## config.mk

```make
export PLATFORM = sky130hd
export DESIGN_NAME = serial_fp_addsub
export DESIGN_NICKNAME = d
export VERILOG_FILES = /design/src/rtl/fp_serial_pkg.sv /design/src/rtl/fp_align_shift.sv /design/src/rtl/serial_fp_addsub.sv
export SDC_FILE = /design/constraint.sdc
export NUM_CORES = 1
export LEC_CHECK = 0
export ABC_AREA = 1
export ABC_CLOCK_PERIOD_IN_PS = 8000
export BUFFER_PORTS_ARGS = -buffer_cell sky130_fd_sc_hd__buf_2
export CELL_PAD_IN_SITES_DETAIL_PLACEMENT = 0
export CELL_PAD_IN_SITES_GLOBAL_PLACEMENT = 1
export CORE_MARGIN = 2
export CORE_UTILIZATION = 51
export CTS_CLUSTER_DIAMETER = 100
export DETAILED_ROUTE_END_ITERATION = 16
export PLACE_DENSITY_LB_ADDON = 0.3
export SETUP_SLACK_MARGIN = 0.4
export SLEW_MARGIN = 20
export SYNTH_ARGS = -nofsm -noshare
export SYNTH_HDL_FRONTEND = slang
export SYNTH_SLANG_ARGS = --single-unit
```

## constraint.sdc

```tcl
create_clock -name clk -period 8 [get_ports clk]
set_clock_uncertainty 0.15 [all_clocks]
set_input_delay 1.2 -clock clk [delete_from_list [all_inputs] [get_ports clk]]
set_output_delay 1.2 -clock clk [all_outputs]
set_load 0.1 [all_outputs]
```

## src/rtl/fp_serial_pkg.sv

```systemverilog
// Shared state encodings and exponent helpers for the bit-serial FP add/sub.
package fp_serial_pkg;

  localparam logic [3:0] S_IDLE   = 4'd0;
  localparam logic [3:0] S_LOAD_A = 4'd1;
  localparam logic [3:0] S_LOAD_B = 4'd2;
  localparam logic [3:0] S_ALIGN  = 4'd3;
  localparam logic [3:0] S_ADD    = 4'd4;
  localparam logic [3:0] S_NORM   = 4'd5;
  localparam logic [3:0] S_ROUND  = 4'd6;
  localparam logic [3:0] S_OUT    = 4'd7;
  localparam logic [3:0] S_DONE   = 4'd8;

  function automatic int exp_bias(input int exp_w);
    return (1 << (exp_w - 1)) - 1;
  endfunction

  function automatic int exp_ones(input int exp_w);
    return (1 << exp_w) - 1;
  endfunction

endpackage

```

## src/rtl/fp_align_shift.sv

```systemverilog
// Right shifter for the smaller significand; appends guard/round and folds
// every bit shifted past the sticky position into the sticky bit.
module fp_align_shift #(
  parameter int MAN_W  = 23,
  parameter int DIFF_W = 8
) (
  input  logic [MAN_W:0]    sig_i,
  input  logic [DIFF_W-1:0] diff_i,
  output logic [MAN_W+3:0]  sig_o
);
  localparam int SW = MAN_W + 4;

  logic [2*SW-1:0] wide;
  int              amt;

  always_comb begin
    amt = int'(diff_i);
    if (amt > SW) amt = SW;
    wide  = {sig_i, 3'b000, {SW{1'b0}}} >> amt;
    sig_o = wide[2*SW-1:SW] | {{(SW-1){1'b0}}, |wide[SW-1:0]};
  end

endmodule

```

## src/rtl/serial_fp_addsub.sv

```systemverilog
// Bit-serial floating-point adder/subtractor: operands A then B in MSB-first,
// result out MSB-first with overflow/underflow flags and a done pulse.
//
// state  | meaning
// IDLE   | wait for go low, latch sub
// LOAD_A | shift W bits of A in
// LOAD_B | shift W bits of B in
// ALIGN  | order by magnitude, align smaller significand (inf shortcut to OUT)
// ADD    | add/subtract magnitudes, absorb carry-out
// NORM   | left-normalise one bit per cycle, flag underflow at exponent 1
// ROUND  | round to nearest even, detect overflow
// OUT    | shift W result bits out
// DONE   | one-cycle done pulse
module serial_fp_addsub
  import fp_serial_pkg::*;
#(
  parameter int EXP_W = 8,
  parameter int MAN_W = 23
) (
  input  logic clk,
  input  logic reset,
  input  logic go,
  input  logic sub,
  input  logic inpab,
  output logic shift,
  output logic out_c,
  output logic over,
  output logic under,
  output logic done
);
  localparam int W     = 1 + EXP_W + MAN_W;
  localparam int CNT_W = $clog2(W + 1);
  localparam int SW    = MAN_W + 4;
  localparam int E_ONES_I = exp_ones(EXP_W);
  localparam logic [EXP_W:0]   E_MAX    = E_ONES_I[EXP_W:0];
  localparam logic [EXP_W-1:0] E_ONES   = E_MAX[EXP_W-1:0];
  localparam logic [EXP_W:0]   EXP_ONE  = {{EXP_W{1'b0}}, 1'b1};
  localparam logic [CNT_W-1:0] CNT_LAST = CNT_W'(W - 1);

  logic [3:0]       state_q, state_d;
  logic [CNT_W-1:0] cnt_q, cnt_d;
  logic [W-1:0]     a_q, a_d, b_q, b_d, res_q, res_d;
  logic             sub_q, sub_d, sign_q, sign_d, esub_q, esub_d;
  logic             over_q, over_d, under_q, under_d;
  logic [EXP_W:0]   exp_q, exp_d;
  logic [SW-1:0]    xsig_q, xsig_d, ysig_q, ysig_d;

  logic [EXP_W-1:0] a_exp, b_exp, x_exp, y_exp, exp_diff;
  logic [MAN_W-1:0] a_man, b_man;
  logic             a_sign, b_sign, a_zero, b_zero, a_inf, b_inf;
  logic             swap, x_sign, x_zero, y_zero, inf_sign;
  logic [MAN_W:0]   x_sig, y_sig;
  logic [SW-1:0]    y_aligned;
  logic [SW:0]      sum;
  logic             round_up, rzero;
  logic [MAN_W+1:0] rnd;
  logic [EXP_W:0]   rexp;
  logic [MAN_W-1:0] rman;

  // Zero operands have their mantissa flushed so magnitude order is exact.
  always_comb begin
    a_sign = a_q[W-1];
    b_sign = b_q[W-1] ^ sub_q;
    a_exp  = a_q[W-2:MAN_W];
    b_exp  = b_q[W-2:MAN_W];
    a_zero = (a_exp == {EXP_W{1'b0}});
    b_zero = (b_exp == {EXP_W{1'b0}});
    a_inf  = (a_exp == E_ONES);
    b_inf  = (b_exp == E_ONES);
    a_man  = a_zero ? {MAN_W{1'b0}} : a_q[MAN_W-1:0];
    b_man  = b_zero ? {MAN_W{1'b0}} : b_q[MAN_W-1:0];
    swap   = {b_exp, b_man} > {a_exp, a_man};
    x_sign = swap ? b_sign : a_sign;
    x_exp  = swap ? b_exp : a_exp;
    y_exp  = swap ? a_exp : b_exp;
    x_zero = swap ? b_zero : a_zero;
    y_zero = swap ? a_zero : b_zero;
    x_sig  = {~x_zero, swap ? b_man : a_man};
    y_sig  = {~y_zero, swap ? a_man : b_man};
    exp_diff = x_exp - y_exp;
    inf_sign = (a_inf & b_inf & (a_sign != b_sign)) ? 1'b0 : (a_inf ? a_sign : b_sign);
  end

  fp_align_shift #(.MAN_W(MAN_W), .DIFF_W(EXP_W)) u_align (
    .sig_i  (y_sig),
    .diff_i (exp_diff),
    .sig_o  (y_aligned)
  );

  always_comb begin
    sum      = esub_q ? ({1'b0, xsig_q} - {1'b0, ysig_q}) : ({1'b0, xsig_q} + {1'b0, ysig_q});
    round_up = xsig_q[2] & (xsig_q[1] | xsig_q[0] | xsig_q[3]);
    rnd      = {1'b0, xsig_q[SW-1:3]} + {{(MAN_W+1){1'b0}}, round_up};
    rexp     = exp_q + {{EXP_W{1'b0}}, rnd[MAN_W+1]};
    rman     = rnd[MAN_W+1] ? {MAN_W{1'b0}} : rnd[MAN_W-1:0];
    rzero    = ~(rnd[MAN_W+1] | rnd[MAN_W]);
  end

  always_comb begin
    state_d = state_q;
    cnt_d   = cnt_q;
    a_d     = a_q;
    b_d     = b_q;
    res_d   = res_q;
    sub_d   = sub_q;
    sign_d  = sign_q;
    esub_d  = esub_q;
    over_d  = over_q;
    under_d = under_q;
    exp_d   = exp_q;
    xsig_d  = xsig_q;
    ysig_d  = ysig_q;
    case (state_q)
      S_IDLE: if (!go) begin
        state_d = S_LOAD_A;
        sub_d   = sub;
        cnt_d   = CNT_LAST;
        over_d  = 1'b0;
        under_d = 1'b0;
      end
      S_LOAD_A: begin
        a_d = {a_q[W-2:0], inpab};
        if (cnt_q == '0) begin
          state_d = S_LOAD_B;
          cnt_d   = CNT_LAST;
        end else cnt_d = cnt_q - 1'b1;
      end
      S_LOAD_B: begin
        b_d = {b_q[W-2:0], inpab};
        if (cnt_q == '0) state_d = S_ALIGN;
        else cnt_d = cnt_q - 1'b1;
      end
      S_ALIGN: if (a_inf | b_inf) begin
        over_d  = 1'b1;
        res_d   = {inf_sign, E_ONES, {MAN_W{1'b0}}};
        cnt_d   = CNT_LAST;
        state_d = S_OUT;
      end else begin
        sign_d  = x_sign;
        esub_d  = a_sign ^ b_sign;
        exp_d   = {1'b0, x_exp};
        xsig_d  = {x_sig, 3'b000};
        ysig_d  = y_aligned;
        state_d = S_ADD;
      end
      S_ADD: begin
        if (sum == '0) begin
          xsig_d  = '0;
          sign_d  = esub_q ? 1'b0 : sign_q;
          state_d = S_ROUND;
        end else if (sum[SW]) begin
          xsig_d  = sum[SW:1] | {{(SW-1){1'b0}}, sum[0]};
          exp_d   = exp_q + EXP_ONE;
          state_d = S_ROUND;
        end else begin
          xsig_d  = sum[SW-1:0];
          state_d = sum[SW-1] ? S_ROUND : S_NORM;
        end
      end
      S_NORM: if (exp_q > EXP_ONE) begin
        xsig_d = {xsig_q[SW-2:0], 1'b0};
        exp_d  = exp_q - EXP_ONE;
        if (xsig_q[SW-2]) state_d = S_ROUND;
      end else begin
        under_d = 1'b1;
        res_d   = {sign_q, {(W-1){1'b0}}};
        cnt_d   = CNT_LAST;
        state_d = S_OUT;
      end
      S_ROUND: begin
        cnt_d   = CNT_LAST;
        state_d = S_OUT;
        if (rzero) res_d = {sign_q, {(W-1){1'b0}}};
        else if (rexp >= E_MAX) begin
          over_d = 1'b1;
          res_d  = {sign_q, E_ONES, {MAN_W{1'b0}}};
        end else res_d = {sign_q, rexp[EXP_W-1:0], rman};
      end
      S_OUT: begin
        res_d = {res_q[W-2:0], 1'b0};
        if (cnt_q == '0) state_d = S_DONE;
        else cnt_d = cnt_q - 1'b1;
      end
      S_DONE: state_d = S_IDLE;
      default: state_d = S_IDLE;
    endcase
  end

  always_ff @(posedge clk or negedge reset) begin
    if (!reset) begin
      state_q <= S_IDLE;
      cnt_q   <= '0;
      a_q     <= '0;
      b_q     <= '0;
      res_q   <= '0;
      sub_q   <= 1'b0;
      sign_q  <= 1'b0;
      esub_q  <= 1'b0;
      over_q  <= 1'b0;
      under_q <= 1'b0;
      exp_q   <= '0;
      xsig_q  <= '0;
      ysig_q  <= '0;
    end else begin
      state_q <= state_d;
      cnt_q   <= cnt_d;
      a_q     <= a_d;
      b_q     <= b_d;
      res_q   <= res_d;
      sub_q   <= sub_d;
      sign_q  <= sign_d;
      esub_q  <= esub_d;
      over_q  <= over_d;
      under_q <= under_d;
      exp_q   <= exp_d;
      xsig_q  <= xsig_d;
      ysig_q  <= ysig_d;
    end
  end

  assign shift = (state_q == S_OUT);
  assign out_c = shift & res_q[W-1];
  assign done  = (state_q == S_DONE);
  assign over  = over_q;
  assign under = under_q;

endmodule

```

== Yosys cells after proc, flatten, opt, wreduce, memory -nomap -nowiden ==
Cells that the tools add are included.

* Add/subtract/negate cells: 8
* $mul: 0
* Divide/modulo/power cells: 0
* $lt $le $gt $ge: 4
* Equality and inequality tests: 27
* Shifts and indexed selects: 1
* Muxes and demuxes: 57
* Bitwise operators: 16
* Reduce and logical (&&, ||, !) cells: 23

{| class="wikitable"
|+ Operators with widths
! operator !! count
|-
| 32-bit one-hot mux with 4 select lines || 1
|-
| 23-bit two-way mux || 5
|-
| 27-bit two-way mux || 4
|-
| 27-bit one-hot mux with 3 select lines || 1
|-
| 32-bit two-way mux || 2
|-
| 31-bit two-way mux || 2
|-
| 27-bit by 1-bit OR with 27-bit output || 2
|-
| 54-bit by 8-bit right shift with 54-bit output || 1
|-
| 9-bit two-way mux || 4
|-
| 6-bit one-hot mux with 6 select lines || 1
|-
| 4-bit one-hot mux with 8 select lines || 1
|-
| 31-bit > comparator || 1
|-
| 6-bit two-way mux || 5
|-
| 27-bit by 27-bit adder with 28-bit output || 1
|-
| 28-bit logical NOT || 1
|-
| 28-bit two-way mux || 1
|-
| 2-bit inequality test, second input constant || 14
|-
| 27-bit by 27-bit subtractor with 28-bit output || 1
|-
| 9-bit one-hot mux with 3 select lines || 1
|-
| 27-bit OR reduction || 1
|-
| 24-bit by 1-bit adder with 25-bit output || 1
|-
| 4-bit two-way mux || 6
|-
| 8-bit two-way mux || 3
|-
| 5-bit AND reduction || 4
|-
| other kinds (35) || 72
|}

* Flip-flop bits (word level): 174
* Latch bits: 0
* RAM bits: 0
* Bits in read-only memories: 0
* Input port bits: 5
* Output and inout bits: 5
* Memories kept: 0

== Depth between registers and ports, before layout ==
Gate-level depths: netlist of the first run.

* Depth after elaboration: 10
* Mapped depth: 41

== Modules after synthesis ==
A second synthesis of the first run with hierarchy kept.

* Cell total of the unflattened synthesis: 2461
* Area, all modules: 15698.8 µm²

{| class="wikitable"
|+ Modules (own cells, without submodules)
! module !! times used !! cells an instance !! area each (µm²)
|-
| serial_fp_addsub || 1 || 2084 || 13894.6
|-
| fp_align_shift || 1 || 377 || 1804.2
|}

== Worst setup path after synthesis of the first run ==
OpenSTA, ideal clock, no wires.

* Path type: register to register
* Start point: register xsig_q[2]
* End point: register res_q[3]
* Arrival time: 4.505 ns
* Required time: 7.716 ns
* Setup slack: 3.211 ns
* Cell stages (with the launch flop): 42
* Cell sequence: dfrtp_1 > nand2_1 > inv_1 > ha_1 > nand2_1 > nor2_1 > inv_1 > nor2_1 > inv_1 > nor2_1 > inv_1 > nor3_1 > inv_1 > nor3_1 > inv_1 > nor2_1 > inv_1 > nor2_1 > (+6 left out) > inv_1 > nor2_1 > nand3_1 > nor2_1 > ha_1 > ha_1 > nand2_1 > o21ai_0 > o21ai_0 > nor4_1 > nand4_1 > nand2_1 > nor2_1 > nand3_1 > clkbuf_1 > nor2_1 > a22oi_1 > o21ai_0

* Longest elaborated chain between the ends: 7

{| class="wikitable"
|+ Ends and longest elaborated chain
! element !! RTL line !! RTL
|-
| from (decl) || serial_fp_addsub.sv:46 || <nowiki>logic [SW-1:0] xsig_q, xsig_d, ysig_q, ysig_d;</nowiki>
|-
| from (signal assigned) || serial_fp_addsub.sv:216 || <nowiki>xsig_q <= xsig_d;</nowiki>
|-
| 1-bit AND (*) || serial_fp_addsub.sv:92 || <nowiki>round_up = xsig_q[2] & (xsig_q[1] | xsig_q[0] | xsig_q[3]);</nowiki>
|-
| 24-bit by 1-bit adder with 25-bit output (*) || serial_fp_addsub.sv:93 || <nowiki>rnd = {1'b0, xsig_q[SW-1:3]} + {{(MAN_W+1){1'b0}}, round_up};</nowiki>
|-
| 9-bit by 1-bit adder with 9-bit output || serial_fp_addsub.sv:94 || <nowiki>rexp = exp_q + {{EXP_W{1'b0}}, rnd[MAN_W+1]};</nowiki>
|-
| 9-bit by 8-bit >= comparator with 1-bit output || serial_fp_addsub.sv:174 || <nowiki>else if (rexp >= E_MAX) begin</nowiki>
|-
| 31-bit two-way mux || serial_fp_addsub.sv:174 ||
|-
| 31-bit two-way mux (*) || serial_fp_addsub.sv:173 || <nowiki>if (rzero) res_d = {sign_q, {(W-1){1'b0}}};</nowiki>
|-
| 32-bit one-hot mux with 4 select lines (*) || serial_fp_addsub.sv:113 || <nowiki>case (state_q)</nowiki>
|-
| to (signal assigned) || serial_fp_addsub.sv:209 || <nowiki>res_q <= res_d;</nowiki>
|-
| to (decl) || serial_fp_addsub.sv:42 || <nowiki>logic [W-1:0] a_q, a_d, b_q, b_d, res_q, res_d;</nowiki>
|}

Mark *: on every way between the ends. The rest lies on a longest branch, timed or not.
A chain may end at the register's enable or synchronous reset.

== Final worst setup path of the first run ==
* Start point: register a_q[25]
* End point: register ysig_q[0]

* Longest elaborated chain between the ends: 10

{| class="wikitable"
|+ Ends and longest elaborated chain
! element !! RTL line !! RTL
|-
| from (decl) || serial_fp_addsub.sv:42 ||
|-
| from (signal assigned) || serial_fp_addsub.sv:193 || <nowiki>a_q <= '0;</nowiki>
|-
| from (signal assigned) || serial_fp_addsub.sv:207 || <nowiki>a_q <= a_d;</nowiki>
|-
| 8-bit logical NOT || serial_fp_addsub.sv:66 || <nowiki>a_zero = (a_exp == {EXP_W{1'b0}});</nowiki>
|-
| 23-bit two-way mux || serial_fp_addsub.sv:70 || <nowiki>a_man = a_zero ? {MAN_W{1'b0}} : a_q[MAN_W-1:0];</nowiki>
|-
| 31-bit > comparator || serial_fp_addsub.sv:72 || <nowiki>swap = {b_exp, b_man} > {a_exp, a_man};</nowiki>
|-
| 8-bit two-way mux, on equally long branches || serial_fp_addsub.sv:74, serial_fp_addsub.sv:75 ||
|-
| 8-bit subtractor || serial_fp_addsub.sv:80 || <nowiki>exp_diff = x_exp - y_exp;</nowiki>
|-
| 8-bit by 5-bit > comparator with 1-bit output || fp_align_shift.sv:18 || <nowiki>if (amt > SW) amt = SW;</nowiki>
|-
| 8-bit two-way mux || fp_align_shift.sv:18 ||
|-
| 54-bit by 8-bit right shift with 54-bit output || fp_align_shift.sv:19 || <nowiki>wide = {sig_i, 3'b000, {SW{1'b0}}} >> amt;</nowiki>
|-
| 27-bit OR reduction || fp_align_shift.sv:20 || <nowiki>sig_o = wide[2*SW-1:SW] | {{(SW-1){1'b0}}, |wide[SW-1:0]};</nowiki>
|-
| 27-bit by 1-bit OR with 27-bit output || fp_align_shift.sv:20 ||
|-
| to (signal assigned) || serial_fp_addsub.sv:217 || <nowiki>ysig_q <= ysig_d;</nowiki>
|-
| to (decl) || serial_fp_addsub.sv:46 ||
|}

Parallel ways exist; a longest one is shown, timed or not.

==> results of run 1 <==
-- worst max path at each step --
stage / from / endpoint / slack [ns] / cells past startpoint
5_1_grt: a_q[25]$_DFFE_PN0P_ / ysig_q[0]$_DFFE_PN0P_ / 0.88 / 37
3_5_place_dp: a_q[25]$_DFFE_PN0P_ / ysig_q[0]$_DFFE_PN0P_ / 1.71 / 37
2_1_floorplan: xsig_q[2]$_DFFE_PN0P_ / res_q[3]$_DFFE_PN0P_ / 3.21 / 41
4_1_cts: a_q[25]$_DFFE_PN0P_ / ysig_q[0]$_DFFE_PN0P_ / 1.68 / 37
3_3_place_gp: a_q[25]$_DFFE_PN0P_ / ysig_q[0]$_DFFE_PN0P_ / 1.83 / 37
6_report: a_q[25]$_DFFE_PN0P_ / ysig_q[0]$_DFFE_PN0P_ / 1.51 / 37
-- kinds of logic after synthesis --
group,after synthesis
mux,1
xor+xnor,62
fa+ha+maj,69
compound gates,439
simple gates,966
flops,174
buf+inv,361
-- report_power, final --
group          switching, mW  internal (mW)  total, mW
logic                   2.09           1.03       3.12
registers              0.262           1.14       1.41
clock network          0.385          0.491      0.877
total                   2.74           2.67       5.41
-- cell type report --
type | count | area [um^2] | area share [%]
Tap cell | 341 | 427 | 2.87
Multi-Input combinational cell | 1537 | 8260 | 55.5
Sequential cell | 174 | 4350 | 29.3
Clock buffer | 18 | 429 | 2.89
Inverter | 281 | 1060 | 7.12
Timing Repair Buffer | 26 | 179 | 1.20
Clock inverter | 14 | 168 | 1.13
-- critical path, delay by kind of cell, from the launching register on --
kind	cells	cell delay, ns
simple gates	27	3.61
buf+inv	6	1.39
fa+ha+maj	2	0.57
flops	1	0.39
compound gates	2	0.23
-- layer usage --
layer	vias to the layer above	wire [um]	track usage [%]	share of wire (%)
met5	-	0	0	0
met3	61	2810	5.40	6.4
met4	0	999	8.81	2.3
met2	500	19800	49.3	45
met1	6713	20100	43.9	46
li1	6934	-	-	-
-- cell usage after synthesis, drive strengths merged (5+ instances only) --
cell / n / area (um^2)
dfrtp: 174 / 4350
nor4: 17 / 106
o21ai: 153 / 766
nor2: 163 / 646
a22oi: 26 / 195
xnor2: 16 / 140
xor2: 46 / 403
buf: 28 / 183
a21oi: 127 / 636
nor3: 34 / 180
a31oi: 6 / 37.5
a211oi: 5 / 37.5
o211ai: 19 / 143
clkbuf: 52 / 195
nand3: 192 / 983
or2: 5 / 31.3
ha: 68 / 851
inv: 274 / 1030
a32oi: 21 / 184
a2bb2oi: 9 / 78.8
o221ai: 13 / 114
nand4: 47 / 294
a21o: 5 / 37.5
nand2: 499 / 1910
o311ai: 6 / 52.6
o22ai: 29 / 181
clkinv: 7 / 27.5
-- registers in the layout (all words and copies together), names as in the netlist --
| signal | count |
|---|---|
| a_q | 32 |
| b_q | 32 |
| res_q | 32 |
| xsig_q | 27 |
| ysig_q | 27 |
| exp_q | 9 |
| cnt_q | 6 |
| state_q | 4 |
| esub_q | 1 |
| over | 1 |
| sign_q | 1 |
| sub_q | 1 |
| under | 1 |
==> metrics.md, run 1 <==
| Metric | Value |
|---|---|
| Status | `complete, no violations` |
| Count of input and output buffers | `9` |
| HPWL after DPL | `33.1 mm` |
| Clk pin slew, worst setup/hold paths | `0.07 ns` |
| Synth Area in Compound Gates | `18.7%` |
| Simple-gate share of the synthesized area | `29.9%` |
| Final wirelength | `43.6 mm` |
| Startpoint types | `register` |
| Starting Density | `52.0%` |
| DRT Pass-1 Iters | `7` |
| # hold bufs at CTS | `0` |
| Nets@finish | `2,111` |
| Final Slew Violations | `0` |
| Async S/R FF share, synth | `100%` |
| Worst-case reg-to-reg path depth | `37` |
| Most frequent cells in the layout | `491 x nand2_1, 270 x inv_1, 189 x nand3_1` |
| Tmin final | `6.49 ns` |
| Worst Hold Margin | `0.336 ns` |
| DR iter-0 viols | `1,476` |
| Initial antenna violation count | `0` |
| Worst Hold Endpoint | `b_q[12]$_DFFE_PN0P_` |
| Cell mode on critical path | `nand2_1` |
| CTS-repair resized insts | `0` |
| Final setup viols | `0` |
| Crit path DAT | `6.67 ns` |
| Hold depth | `2` |
| Critical path's largest stage delay | `0.58 ns` |
| Static Leakage | `7.03 nW` |
| Seq cells post-synth | `174` |
| Hold_sp | `b_q[12]$_DFFE_PN0P_` |
| Post-synthesis adder-cell area fraction | `6.20%` |
| Diode count | `0` |
| Mux share of post-synthesis cell area | `0.0802%` |
| Drt drc | `0` |
| Kind of critical path | `register to register` |
| TritonCTS buffer count | `17` |
| Final hold vios | `0` |
| Pin count of the biggest net entering global routing | `71` |
| Ys Warns | `0` |
| Pwr/cell area | `363 nW/um^2` |
| Vias | `14,200` |
| Slew HR | `33.5%` |
| Average size of a mapped cell | `6.78 um^2` |
| Sequential element share of the synthesized area | `31.0%` |
| Max clock buf depth | `2` |
| CTS root buf | `clkbuf_16` |
| Final worst-path cycle share | `81.1%` |
| Min-Delay Path Class | `register to register` |
| Netlist cell types | `59` |
| CTS Sinks | `174` |
| CTS tree | `yes` |
| Place WS | `1.71 ns` |
| Commonest non-fill, non-tap cell in the layout | `nand2_1` |
| Insertion delay to the later sink of the worst-skew pair | `0.45 ns` |
| Synthesis-to-layout area growth | `5.91%` |
| Worst-path fanout max | `30` |
| GRT Total Usage | `31.1%` |
| Max-Cap Viols | `0` |
| Post-Synthesis Net Count | `2,146` |
| Die W | `170 um` |
| Worst R2R End | `ysig_q[0]$_DFFE_PN0P_` |
| Total Power | `5.41 mW` |
| Final std cells w/o fill | `2,391` |
| Die Ht | `170 um` |
| Syn Inst Count | `2,072` |
| FF-to-FF Start | `a_q[25]$_DFFE_PN0P_` |
| Share of cells above drive strength 1 | `4.20%` |
| Core box area | `27,000 um^2` |
| RSZ-0062 raised after global routing | `no` |
| Main combinational cell family by area after synthesis | `simple AND/OR/NAND/NOR gates` |
| Setup_tns | `0 ns` |
| Fillcell total | `2,709` |
| I/O Pins | `10` |
| Peak supply drop | `179 uV` |
| Placed inst area | `14,300 um^2` |
| Number of synthesized flops with an enable pin | `0` |
| Final ANT Viol Nets | `0` |
| Layout Utilization | `55.0%` |
| Full die area | `28,900 um^2` |
| Final Cell Area | `14,900 um^2` |
| Dpl cells | `2,359` |
| Worst Tran Pin Value | `0.996 ns` |
| Vias in the first global route | `13,200` |
| Post-Synth XOR/XNOR Area | `3.87%` |
| # Post-CTS Setup Buffers | `0` |
| Reg-to-reg setup timing slack | `1.51 ns` |
| Slowest-stage cell, CP | `inv_1` |
| Number of vias per cell | `5.94` |
| Setup ws final | `1.51 ns` |
| Max Clock Freq | `154 MHz` |
| First-pass GRT wire length | `70.6 mm` |
| H-tree levels | `4` |
| Mapped cell area | `14,000 um^2` |
| Critical Path RT | `8.19 ns` |
| WL/cell | `18.2 um` |
| Core Rows | `60` |
| Global placement routability congestion | `0.942` |
| Critical path capture point type | `register` |
| Total global routing overflow | `0` |
| Main flop type after synthesis | `dfrtp_1` |
No activity file was read; power rests on OpenSTA's default activity.
==> inputs of run 2 (changes only) <==
ABC_CLOCK_PERIOD_IN_PS = 5800   (was 8000)
CORE_UTILIZATION = 43   (was 51)
clock period = 5.8 ns   (was 8 ns; I/O delays follow)
==> run 2 against run 1 <==
  * Power rose by 43%
  * Clock power grew 30%
  * Worst hold slack hardly changed
  * Critical path type unchanged
==> metrics.md, run 2 (synthesis results as in run 1) <==
| Metric | Value |
|---|---|
| Vias in the first global route | `13,300` |
| Final setup viols | `0` |
| Pwr/cell area | `469 nW/um^2` |
| Starting Density | `43.4%` |
| Final hold vios | `0` |
| Combinational power share | `59.8%` |
| Final worst-path cycle share | `94.0%` |
| Pin count of the biggest net entering global routing | `175` |
| Share of cells above drive strength 1 | `14.1%` |
| Pint | `3.76 mW` |
| Nets@finish | `2,188` |
| GRT Total Usage | `27.0%` |
| P_sw | `3.95 mW` |
| Core box area | `32,400 um^2` |
| Slowest-stage cell, CP | `dfrtp_1` |
| Core Rows | `66` |
| Final wirelength | `46.7 mm` |
| Global placement routability congestion | `0.922` |
| Count of input and output buffers | `9` |
| Number of vias per cell | `5.71` |
| Die Ht | `185 um` |
| Slew HR | `29.3%` |
| Kind of critical path | `register to register` |
| Critical path's largest stage delay | `0.38 ns` |
| Setup ws final | `0.349 ns` |
| Reg area | `4350 um^2` |
| Full die area | `34,100 um^2` |
| H-tree levels | `4` |
| Synthesis-to-layout area growth | `17.0%` |
| WL/cell | `18.2 um` |
| Leading registers by flop count | `a_q (32), b_q (32), res_q (32)` |
| Max Clock Freq | `183 MHz` |
| Reg power frac | `25.4%` |
| Max-Cap Viols | `0` |
| Multi-input logic area | `8990 um^2` |
| First-pass GRT wire length | `72.0 mm` |
| CTS tree | `yes` |
| Crit-path leading delay family | `simple AND/OR/NAND/NOR gates` |
| Worst Tran Pin Value | `1.06 ns` |
| # hold bufs at CTS | `0` |
| Vias | `14,700` |
| Max clock buf depth | `2` |
| Tmin final | `5.45 ns` |
| CP bufs+invs | `11` |
| Peak supply drop | `273 uV` |
| Drt drc | `0` |
| Status | `complete, no violations` |
| Final ANT Viol Nets | `0` |
| Critical Path RT | `5.95 ns` |
| Sw Ratio | `51.2%` |
| CTS root buf | `clkbuf_16` |
| Total global routing overflow | `0` |
| Worst-path fanout max | `7` |
| Crit path DAT | `5.60 ns` |
| DRT Pass-1 Iters | `9` |
| Layout Utilization | `50.7%` |
| Min-Delay Path Class | `register to register` |
| Final std cells w/o fill | `2,568` |
| Diode count | `0` |
| Commonest non-fill, non-tap cell in the layout | `nand2_1` |
| RSZ-0062 raised after global routing | `yes` |
| Initial antenna violation count | `0` |
| Insertion delay to the later sink of the worst-skew pair | `0.45 ns` |
| Static Leakage | `7.60 nW` |
| Clk pin slew, worst setup/hold paths | `0.07 ns` |
| HPWL after DPL | `33.6 mm` |
| Die W | `185 um` |
| Dpl cells | `2,478` |
| Final Slew Violations | `0` |
| Critical path capture point type | `register` |
| TritonCTS buffer count | `17` |
| Fillcell total | `3,307` |
| CTS Sinks | `174` |
| Most frequent cells in the layout | `469 x nand2_1, 257 x inv_1, 174 x dfrtp_1` |
| DR iter-0 viols | `1,400` |
| Place WS | `0.0337 ns` |
| I/O Pins | `10` |
| Clock power frac | `14.9%` |
| Startpoint types | `register` |
run 2: cell type report:
| class | count | area share [%] |
|---|---|---|
| clock buffer | 19 | 2.70 |
| clock inverter | 12 | 0.678 |
| inverter | 281 | 6.66 |
| multi-input combinational | 1543 | 54.7 |
| sequential | 174 | 26.5 |
| tap | 442 | 3.37 |
| timing repair buffer | 97 | 5.37 |
run 2: worst reg2reg max path, delay by kind of cell (launching register included):
family,cells,cell delay (ns)
AO/OA/AOI/OAI,4,0.59
adder cells (fa/ha/maj),3,0.54
buffers and inverters,11,0.86
flip-flops,1,0.38
AND/OR/NAND/NOR,22,2.78
run 2: per-stage QoR:
step | instance area [um^2] | power (mW) | hold slack [ns] | setup TNS (ns)
3_5_place_dp | 14600 | 6.23 | 0.323 | 0
6_report | 16400 | 7.71 | 0.335 | 0
5_1_grt | 16400 | 8.34 | 0.359 | -0.148
3_3_place_gp | 14600 | 6.19 | 0.316 | 0
2_1_floorplan | 14000 | 5.07 | 0.303 | 0
4_1_cts | 15200 | 7.44 | 0.339 | 0
run 2: routing by layer:
| layer | vias up | share of wire [%] | global-route usage (%) |
|---|---|---|---|
| met5 | - | 0 | 0 |
| met2 | 468 | 46 | 43.8 |
| met3 | 52 | 5.1 | 3.50 |
| li1 | 7116 | - | - |
| met4 | 0 | 1.9 | 6.51 |
| met1 | 7025 | 47 | 38.2 |
run 2: power groups by stage:
stage / sequential [mW] / combinational (mW) / clock, mW
after floorplan: 1.86 / 3.22 / 0
after global routing: 1.99 / 5.14 / 1.21
final: 1.95 / 4.61 / 1.14
after detailed placement: 1.96 / 4.28 / 0
after global placement: 1.95 / 4.24 / 0
after CTS: 1.93 / 4.35 / 1.16
run 2: worst paths after layout:
check / startpoint / endpoint / slack [ns] / cells after the start
setup / recovery: xsig_q[2]$_DFFE_PN0P_ / res_q[14]$_DFFE_PN0P_ / 0.35 / 40
hold / removal: b_q[9]$_DFFE_PN0P_ / b_q[9]$_DFFE_PN0P_ / 0.34 / 2
max in group asynchronous: reset / a_q[8]$_DFFE_PN0P_ / 4.27 / 2
min in group asynchronous: reset / cnt_q[2]$_DFFE_PN0P_ / 0.38 / 2
setup reg to reg: xsig_q[2]$_DFFE_PN0P_ / res_q[14]$_DFFE_PN0P_ / 0.35 / 40
hold reg to reg: b_q[9]$_DFFE_PN0P_ / b_q[9]$_DFFE_PN0P_ / 0.34 / 2
run 2: what timing repair did:
action | 4_1_cts | 5_1_grt
buffers inserted | 8 | 40
pin swaps | 2 | 50
gates resized for setup | 12 | 183
gates cloned | 0 | 11
setup endpoints to repair | 39 | 96
